--- src/rtl/cpu_bus_slave_if.sv ---
// cpu_bus_slave_if
// Byte-wide CPU bus between a CPU read/write master and cpu_bus_slave.
//   ce      : chip enable (master -> slave)
//   rd      : read strobe (master -> slave)
//   wr      : write strobe (master -> slave)
//   addr    : byte address (master -> slave)
//   data_wr : write data (master -> slave)
//   data_rd : read data, combinational (slave -> master)
interface cpu_bus_slave_if;
  logic       ce;
  logic       rd;
  logic       wr;
  logic [7:0] addr;
  logic [7:0] data_wr;
  logic [7:0] data_rd;

  modport master (
    output ce,
    output rd,
    output wr,
    output addr,
    output data_wr,
    input  data_rd
  );

  modport slave (
    input  ce,
    input  rd,
    input  wr,
    input  addr,
    input  data_wr,
    output data_rd
  );
endinterface

--- src/rtl/cpu_bus_slave.sv ---
// cpu_bus_slave
// Byte-wide CPU bus target: control register, status with sticky error
// flags, a byte FIFO, a count register and 16 scratch registers.
//   clk       : system clock, rising edge
//   reset     : synchronous, active-low reset
//   bus       : cpu_bus_slave_if.slave (ce, rd, wr, addr, data_wr, data_rd)
//   enable    : CTRL[0], downstream decoder enable
//   binary_in : CTRL[7:4], downstream decoder select
//   irq       : registered CTRL[1] & FIFO not empty
// Address map:
//   0x00 CTRL   R/W  bit0 enable, bit1 irq_en, bits7:4 binary_in
//   0x01 STATUS      bit0 empty, bit1 full, bit2 overflow (W1C), bit3 underflow (W1C)
//   0x02 FIFO        write pushes, read pops
//   0x03 COUNT  RO
//   0x10-0x1F   scratch R/W
module cpu_bus_slave #(
  parameter  int FIFO_DEPTH = 8,
  localparam int CW         = $clog2(FIFO_DEPTH) + 1
) (
  input  logic                  clk,
  input  logic                  reset,
  cpu_bus_slave_if.slave        bus,
  output logic                  enable,
  output logic [3:0]            binary_in,
  output logic                  irq
);

  localparam int PW = CW - 1;

  logic       w_wrAcc;
  logic       w_rdAcc;
  logic       w_wrEdge;
  logic       w_rdEdge;
  logic       w_empty;
  logic       w_full;
  logic       w_ctrlWr;
  logic       w_stsWr;
  logic       w_push;
  logic       w_pop;
  logic       w_scrWr;
  logic [7:0] w_status;
  logic [7:0] w_fifoRd;
  logic [7:0] w_rdData;

  logic          r_wrAccD;
  logic          r_rdAccD;
  logic [7:0]    r_ctrl;
  logic          r_overflow;
  logic          r_underflow;
  logic          r_irq;
  logic [7:0]    r_scratch [16];
  logic [7:0]    r_mem [FIFO_DEPTH];
  logic [PW-1:0] r_wPtr;
  logic [PW-1:0] r_rPtr;
  logic [CW-1:0] r_count;
  logic [7:0]    r_popData;

  // A simultaneous rd and wr counts only as a write.
  assign w_wrAcc  = bus.ce & bus.wr;
  assign w_rdAcc  = bus.ce & bus.rd & ~bus.wr;
  // Side effects fire only on the first cycle of a held access.
  assign w_wrEdge = w_wrAcc & ~r_wrAccD;
  assign w_rdEdge = w_rdAcc & ~r_rdAccD;

  assign w_empty  = (r_count == '0);
  assign w_full   = (r_count == CW'(FIFO_DEPTH));

  assign w_ctrlWr = w_wrEdge & (bus.addr == 8'h00);
  assign w_stsWr  = w_wrEdge & (bus.addr == 8'h01);
  assign w_push   = w_wrEdge & (bus.addr == 8'h02);
  assign w_pop    = w_rdEdge & (bus.addr == 8'h02);
  assign w_scrWr  = w_wrEdge & (bus.addr[7:4] == 4'h1);

  assign w_status = {4'b0000, r_underflow, r_overflow, w_full, w_empty};

  // Before the pop edge the head is shown directly; once the pop has
  // happened and the read is still held, the consumed byte is shown so the
  // data stays stable for the whole access.
  assign w_fifoRd = r_rdAccD ? r_popData : (w_empty ? 8'h00 : r_mem[r_rPtr]);

  assign enable    = r_ctrl[0];
  assign binary_in = r_ctrl[7:4];
  assign irq       = r_irq;
  assign bus.data_rd = w_rdData;

  // Read data mux; anything outside the map, or no read access, gives zero.
  always_comb begin
    w_rdData = 8'h00;
    if (w_rdAcc) begin
      case (bus.addr)
        8'h00:   w_rdData = r_ctrl;
        8'h01:   w_rdData = w_status;
        8'h02:   w_rdData = w_fifoRd;
        8'h03:   w_rdData = 8'(r_count);
        default: begin
          if (bus.addr[7:4] == 4'h1) begin
            w_rdData = r_scratch[bus.addr[3:0]];
          end
        end
      endcase
    end
  end

  // Control, status, scratch, FIFO pointers and edge-detect state. Sticky
  // flags let a new error event win over a same-edge write-one-to-clear.
  always_ff @(posedge clk) begin
    if (!reset) begin
      r_wrAccD    <= 1'b0;
      r_rdAccD    <= 1'b0;
      r_ctrl      <= 8'h00;
      r_overflow  <= 1'b0;
      r_underflow <= 1'b0;
      r_irq       <= 1'b0;
      r_wPtr      <= '0;
      r_rPtr      <= '0;
      r_count     <= '0;
      r_popData   <= 8'h00;
      for (int i = 0; i < 16; i++) begin
        r_scratch[i] <= 8'h00;
      end
    end else begin
      r_wrAccD <= w_wrAcc;
      r_rdAccD <= w_rdAcc;
      r_irq    <= r_ctrl[1] & ~w_empty;

      if (w_ctrlWr) begin
        r_ctrl <= bus.data_wr & 8'hF3;
      end

      if (w_scrWr) begin
        r_scratch[bus.addr[3:0]] <= bus.data_wr;
      end

      r_overflow  <= (r_overflow  & ~(w_stsWr & bus.data_wr[2])) | (w_push & w_full);
      r_underflow <= (r_underflow & ~(w_stsWr & bus.data_wr[3])) | (w_pop & w_empty);

      if (w_push && !w_full) begin
        r_wPtr  <= r_wPtr + PW'(1);
        r_count <= r_count + CW'(1);
      end

      if (w_pop) begin
        if (w_empty) begin
          r_popData <= 8'h00;
        end else begin
          r_popData <= r_mem[r_rPtr];
          r_rPtr    <= r_rPtr + PW'(1);
          r_count   <= r_count - CW'(1);
        end
      end
    end
  end

  // FIFO storage needs no reset; the pointers define what is valid.
  always_ff @(posedge clk) begin
    if (reset && w_push && !w_full) begin
      r_mem[r_wPtr] <= bus.data_wr;
    end
  end

endmodule
--- src/flat_wrapper.sv ---
// flat-port wrapper written by rule: the top's interface ports become plain ports
module cpu_bus_slave_flat 
#(
  parameter  int FIFO_DEPTH = 8,
  localparam int CW         = $clog2(FIFO_DEPTH) + 1
)
  (clk, reset, enable, binary_in, irq, bus_ce, bus_rd, bus_wr, bus_addr, bus_data_wr, bus_data_rd);
  cpu_bus_slave_if bus_i ();
  input  logic clk;
  input  logic reset;
  output logic enable;
  output logic [3:0] binary_in;
  output logic irq;
  input wire logic [$bits(bus_i.ce)-1:0] bus_ce;
  input wire logic [$bits(bus_i.rd)-1:0] bus_rd;
  input wire logic [$bits(bus_i.wr)-1:0] bus_wr;
  input wire logic [$bits(bus_i.addr)-1:0] bus_addr;
  input wire logic [$bits(bus_i.data_wr)-1:0] bus_data_wr;
  output wire logic [$bits(bus_i.data_rd)-1:0] bus_data_rd;
  assign bus_i.ce = bus_ce;
  assign bus_i.rd = bus_rd;
  assign bus_i.wr = bus_wr;
  assign bus_i.addr = bus_addr;
  assign bus_i.data_wr = bus_data_wr;
  assign bus_data_rd = bus_i.data_rd;
  cpu_bus_slave #(.FIFO_DEPTH(FIFO_DEPTH)) u_core (.clk(clk), .reset(reset), .bus(bus_i), .enable(enable), .binary_in(binary_in), .irq(irq));
endmodule
--- config.mk ---
export PLATFORM = sky130hd
export DESIGN_NAME = cpu_bus_slave_flat
export DESIGN_NICKNAME = d
export VERILOG_FILES = /design/src/rtl/cpu_bus_slave_if.sv /design/src/rtl/cpu_bus_slave.sv /design/src/flat_wrapper.sv
export SDC_FILE = /design/constraint.sdc
export NUM_CORES = 1
export LEC_CHECK = 0
export ABC_AREA = 1
export BUFFER_PORTS_ARGS = -buffer_cell sky130_fd_sc_hd__buf_4
export CORE_MARGIN = 2
export CORE_UTILIZATION = 60
export DETAILED_ROUTE_END_ITERATION = 8
export GPL_ROUTABILITY_DRIVEN = 1
export PLACE_DENSITY_LB_ADDON = 0.05
export REMOVE_ABC_BUFFERS = 1
export SYNTH_ARGS = -nofsm -noshare
export SYNTH_HDL_FRONTEND = slang
export SYNTH_SLANG_ARGS = --single-unit
--- constraint.sdc ---
create_clock -name clk -period 3.9 [get_ports clk]
set_clock_uncertainty 0.15 [all_clocks]
set_input_delay 0.78 -clock clk [delete_from_list [all_inputs] [get_ports clk]]
set_output_delay 0.78 -clock clk [all_outputs]
set_load 0.1 [all_outputs]
After elaboration in Yosys (flattened, before gate mapping)
Memory sizes are Yosys's and may differ from the RTL's. A register that Yosys moved wholly into a read port is not among the register bits.
Cells that the tools add are included.

word-level totals
  bits in registers = 29
  memory bits (writable) = 192
  input port bits = 21
  output and inout port bits = 14
  logic and storage cells = 73
  memories kept = 2

memory list
  memory            depth  bits a word  read ports  clocked after Yosys merged registers in  write ports  line                 source
  u_core.r_scratch  16     8            1           0                                        16           cpu_bus_slave.sv:51  logic [7:0] r_scratch [16];
  u_core.r_mem      8      8            1           1                                        1            cpu_bus_slave.sv:52  logic [7:0] r_mem [FIFO_DEPTH];

cells by class
  add/sub/neg operators = 4
  equality and inequality tests = 5
  mux-type cells = 19
  bitwise logic cells = 25
  reduce and logical (&&, ||, !) cells = 8

operator list
  operator             number
  $mux 8               5
  $pmux 8 s4           1
  $and 1x1->1          17
  $eq 8x2->1 const B   2
  $mux 4               4
  $eq 8x1->1 const B   1
  $logic_not 8->1      1
  $reduce_or 8->1      1
  $mux 1               7
  $add 3x1->3 const B  2
  $mux 3               2
  $not 1->1            6
  $add 4x1->4 const B  1
  $eq 4x1->1 const B   1
  $eq 4x4->1 const B   1
  $logic_not 4->1      1
  $sub 4x1->4 const B  1
  $logic_and 1x1->1    3
  $or 1x1->1           2
  $reduce_and 2->1     1
  $logic_not 1->1      1

Logic depth before layout (Yosys ltp)
  depth after elaboration = 8
  mapped depth = 14
  mapped depth without buffers = 11

Worst setup path before layout
Ideal clock, no wire load.

  path type = input port to output port
  start point = input port bus_addr[0]
  end point = output port bus_data_rd[6]
  arrival = 3026 ps
  required time = 2970 ps
  slack = -56 ps
  stages on the path = 14
  path buffers = 3
  path through = buf_4 inv_2 buf_6 buf_2 nand2_1 nand2_1 nand2_1 nand2_1 nand2_1 nand2_1 o21ai_0 nand2_1 nand2_1 nor2_1

on the way
  cells in the longest elaborated chain, start to end = 4
  elaborated cells between the ends (all ways) = 8
  those cells by class = 3 x eq/ne; 3 x mux; 1 x reduce/logical; 1 x memory

ends and longest elaborated chain
  item             line                 source
  start, declared  flat_wrapper.sv:17   input wire logic [$bits(bus_i.addr)-1:0] bus_addr;
  $mem_v2 16x8     --
  $mux 8           cpu_bus_slave.sv:96  if (bus.addr[7:4] == 4'h1) begin
  $pmux 8 s4 (*)   cpu_bus_slave.sv:90  case (bus.addr)
  $mux 8 (*)       cpu_bus_slave.sv:89  if (w_rdAcc) begin
  end, declared    flat_wrapper.sv:19   output wire logic [$bits(bus_i.data_rd)-1:0] bus_data_rd;

Every way passes the cells marked *; elsewhere a longest branch is shown, timed or not.

Worst setup path after layout
  start point = register u_core.r_count[0]
  end point = output port bus_data_rd[6]

on the way
  cells in the longest elaborated chain, start to end = 5

ends and longest elaborated chain
  item                    line                  source
  start, declared         cpu_bus_slave.sv:55   logic [CW-1:0] r_count;
  start signal, assigned  cpu_bus_slave.sv:139  r_count <= r_count + CW'(1);
  start signal, assigned  cpu_bus_slave.sv:148  r_count <= r_count - CW'(1);
  $logic_not 4->1         cpu_bus_slave.sv:65   assign w_empty = (r_count == '0);
  $mux 8                  --
  $mux 8                  cpu_bus_slave.sv:79   assign w_fifoRd = r_rdAccD ? r_popData : (w_empty ? 8'h00 : r_mem[r_rPtr]);
  $pmux 8 s4              cpu_bus_slave.sv:90
  $mux 8                  cpu_bus_slave.sv:89

No other way between the ends.

==> run metrics <==
Largest stage delay, worst path around 0.44 ns; TNS Setup 0 ns; Util after Layout 67.7%; Syn. warnings 0; 1st-iter DRT viols between 700 and 800; core area 0.0172 mm2; status complete, no violations; fin nets 1225; clk_lat worst skew ~0.52 ns; routed len/inst about 17 um; reg2reg path depth 5; post-synthesis cell count ~1200; share of layout cells above drive strength 1 between 10% and 20%; Combinational Power Share just over 5%; Overall Power 5000 uW; Ant. Diodes 0; Register-to-Register Setup Slack approximately 1.7 ns; Reg power frac between 50% and 60%; Async SR Flop Fraction 0%; share of the synthesized area in the top cell type 55.2%; drt drc 0; fin crit share about 93%; Rel. slew slack between 40 and 50%; via/cell ratio roughly 5.5; antenna violation net count after detailed routing 0; largest net degree at the start of global routing between 50 and 60; starting density of the core ~61%; min Tclk post-route 3.64 ns; initial antenna violation count 0; Seq/Total Area, Yosys approximately three fifths; WP buf/inv 2; clock slew at reported path FFs ~0.060 ns; number of cells on the critical path 8; routability congestion estimate about 0.85; top post-synthesis cells by count 503 x nand2_1, 192 x edfxtp_1, 180 x nor2_1; PortBufs 34; Max clock buf depth 3; Yosys reg bits 224; via count about 7900; Tot GR Track Use 27.1%; Most common cell on crit path nand3_1; switching part of the total between 20% and 30%; RSZ-0062 raised after global routing false; # H-tree levels 1; CTS tree yes; Mapped Area 0.0104 mm2; hold endpoint u_core.r_underflow; CP top delay family simple AND/OR/NAND/NOR gates; First-pass DRT Iterations 5; gr ovfl total 0; Min-Delay Path Class flop to flop; Worst Setup Path Type flop to output pin; final setup vio count 0; power share of the clock group between 40% and 50%; area leader, netlist edfxtp_1; most frequent cell after synthesis nand2_1; # clock sinks 224; reg2reg start u_core.r_wrAccD; Die Y approximately 140 um; Inserted Clock Buffers 23; total setup buffers inserted after CTS 0; max-cap viol count 0; Synth cell types 34; CP max stage cell dfxtp_1; P_sw roughly 1100 uW; die width around 140 um; Hold Vio Cnt, Final 0; Die Footprint approximately 0.018 mm2; I/O pin count 35; Arr. time, crit path 2.71 ns; EDFF count, synth around 190; synthesized area per cell roughly 8.9 um2; hold depth 2; first-pass GRT wire length ~38 mm; Area contributors post-synth edfxtp_1 55%, nand2_1 18%, nor2_1 6.5%; leakage 0.00515 uW; Primary FF master, synth edfxtp_1; placement row count between 40 and 50; Post-CTS Resized 0; Final Max Slew Viols 0; reg-to-reg endpoint u_core.r_scratch[4][0]; Post-DP HPWL around 16 mm; Worst-Margin Slew ~0.82 ns; maximum VDD drop ~0.35 mV; Worst Path Max Fanout 10; Critical Path RT slightly below 3 ns; clock root buffer clkbuf_16; Max Clock Freq 0.274 GHz; hold path start u_core.r_underflow; hold buffer count at CTS 0; CP startpoint kind flop; final wirelength 24.4 mm; worst path cell trace inv_1 > ha_1 > nand3_1 > nand3_1 > nand2_1 > a21oi_1 > nor2_1 > buf_4; vias in the first global route just over 7000; Syn-to-layout area delta 11.4%; Worst Setup End Kind output pin; PwrDens 430 mW/mm2; Power Internal around 3900 uW
## sequential cells by signal (all words and copies together), names as in the netlist, named ones only
| register | count |
|---|---|
| u_core.r_scratch | 128 |
| u_core.r_mem | 64 |
| u_core.r_popData | 8 |
| u_core.r_ctrl | 6 |
| u_core.r_count | 4 |
| u_core.r_rPtr | 3 |
| u_core.r_wPtr | 3 |
| u_core.irq | 1 |
| u_core.r_overflow | 1 |
| u_core.r_rdAccD | 1 |
| u_core.r_underflow | 1 |
| u_core.r_wrAccD | 1 |
## worst max path at each step
stage,start,to,slack [ns]
floorplan,bus_addr[0],bus_data_rd[0],-0.26
CTS,bus_addr[0],bus_data_rd[3],0.32
global placement,bus_addr[0],bus_data_rd[3],0.36
finish,u_core.r_count[0],bus_data_rd[6],0.26
detailed placement,bus_addr[0],bus_data_rd[3],0.32
global route,bus_addr[0],bus_data_rd[7],0.16
## final cells by class
cell class	instances	area [um2]
Inverter	46	175
Timing Repair Buffer	56	458
Sequential cell	224	6410
Multi-Input combinational cell	849	3600
Clock inverter	11	109
Fill cell	1394	5540
Clock buffer	29	608
Tap cell	225	282
## cells in the final DEF (no fill, tap or decap), types with 2 or more instances in the layout
cell type / n
nand2_1: 503
edfxtp_1: 192
nor2_1: 180
buf_4: 53
nand3_1: 44
o21ai_0: 37
a21oi_1: 35
dfxtp_1: 32
inv_1: 29
clkbuf_16: 23
clkinv_1: 14
nand2_2: 14
nand3_2: 7
inv_2: 6
clkbuf_1: 5
nor2_4: 4
ha_1: 4
xor2_1: 3
nor3_1: 3
buf_12: 3
nor2_2: 2
o211ai_1: 2
nand4_1: 2
bufinv_16: 2
clkinvlp_4: 2
## worst register-to-register path, delay by kind of cell (launching register included)
family        cells  cell delay (ns)
flops             1             0.31
simple gates      5             1.37
## per-stage QoR
stage | area, um2 | setup slack [ns] | cells | hold slack [ns]
after floorplan | 10200 | -0.263 | 1119 | 0.283
final | 11600 | 0.255 | 1440 | 0.321
after detailed placement | 10900 | 0.322 | 1400 | 0.314
after global routing | 11600 | 0.160 | 1440 | 0.345
after CTS | 11600 | 0.321 | 1440 | 0.322
after global placement | 10900 | 0.358 | 1400 | 0.312
## per-layer routing
metal  global-route usage, %  vias up  share of wire (%)
li1                        -     3857                  -
met1                    41.2     3674                 45
met2                    40.8      319                 44
met3                    4.25       48                8.1
met4                    7.99        0                2.2
met5                       0        -                  0
## kinds of logic after synthesis
| group | count (synthesis) | synth area share (%) |
|---|---|---|
| xor gates and xnor gates | 3 | 0.252 |
| AOI/OAI and AO/OA | 76 | 3.70 |
| adders and majority gates | 4 | 0.479 |
| and+or+nand+nor | 766 | 30.0 |
| buffers and inverters | 102 | 4.26 |
| DFF | 224 | 61.3 |
## power by group through the flow
stage	sequential, uW	clock (uW)	combinational [uW]
global placement	2690	0	250
floorplan	2690	0	127
CTS	2640	2140	252
global route	2640	2220	278
finish	2640	2110	253
detailed placement	2690	0	251
Power figures use the tool's default switching activity.
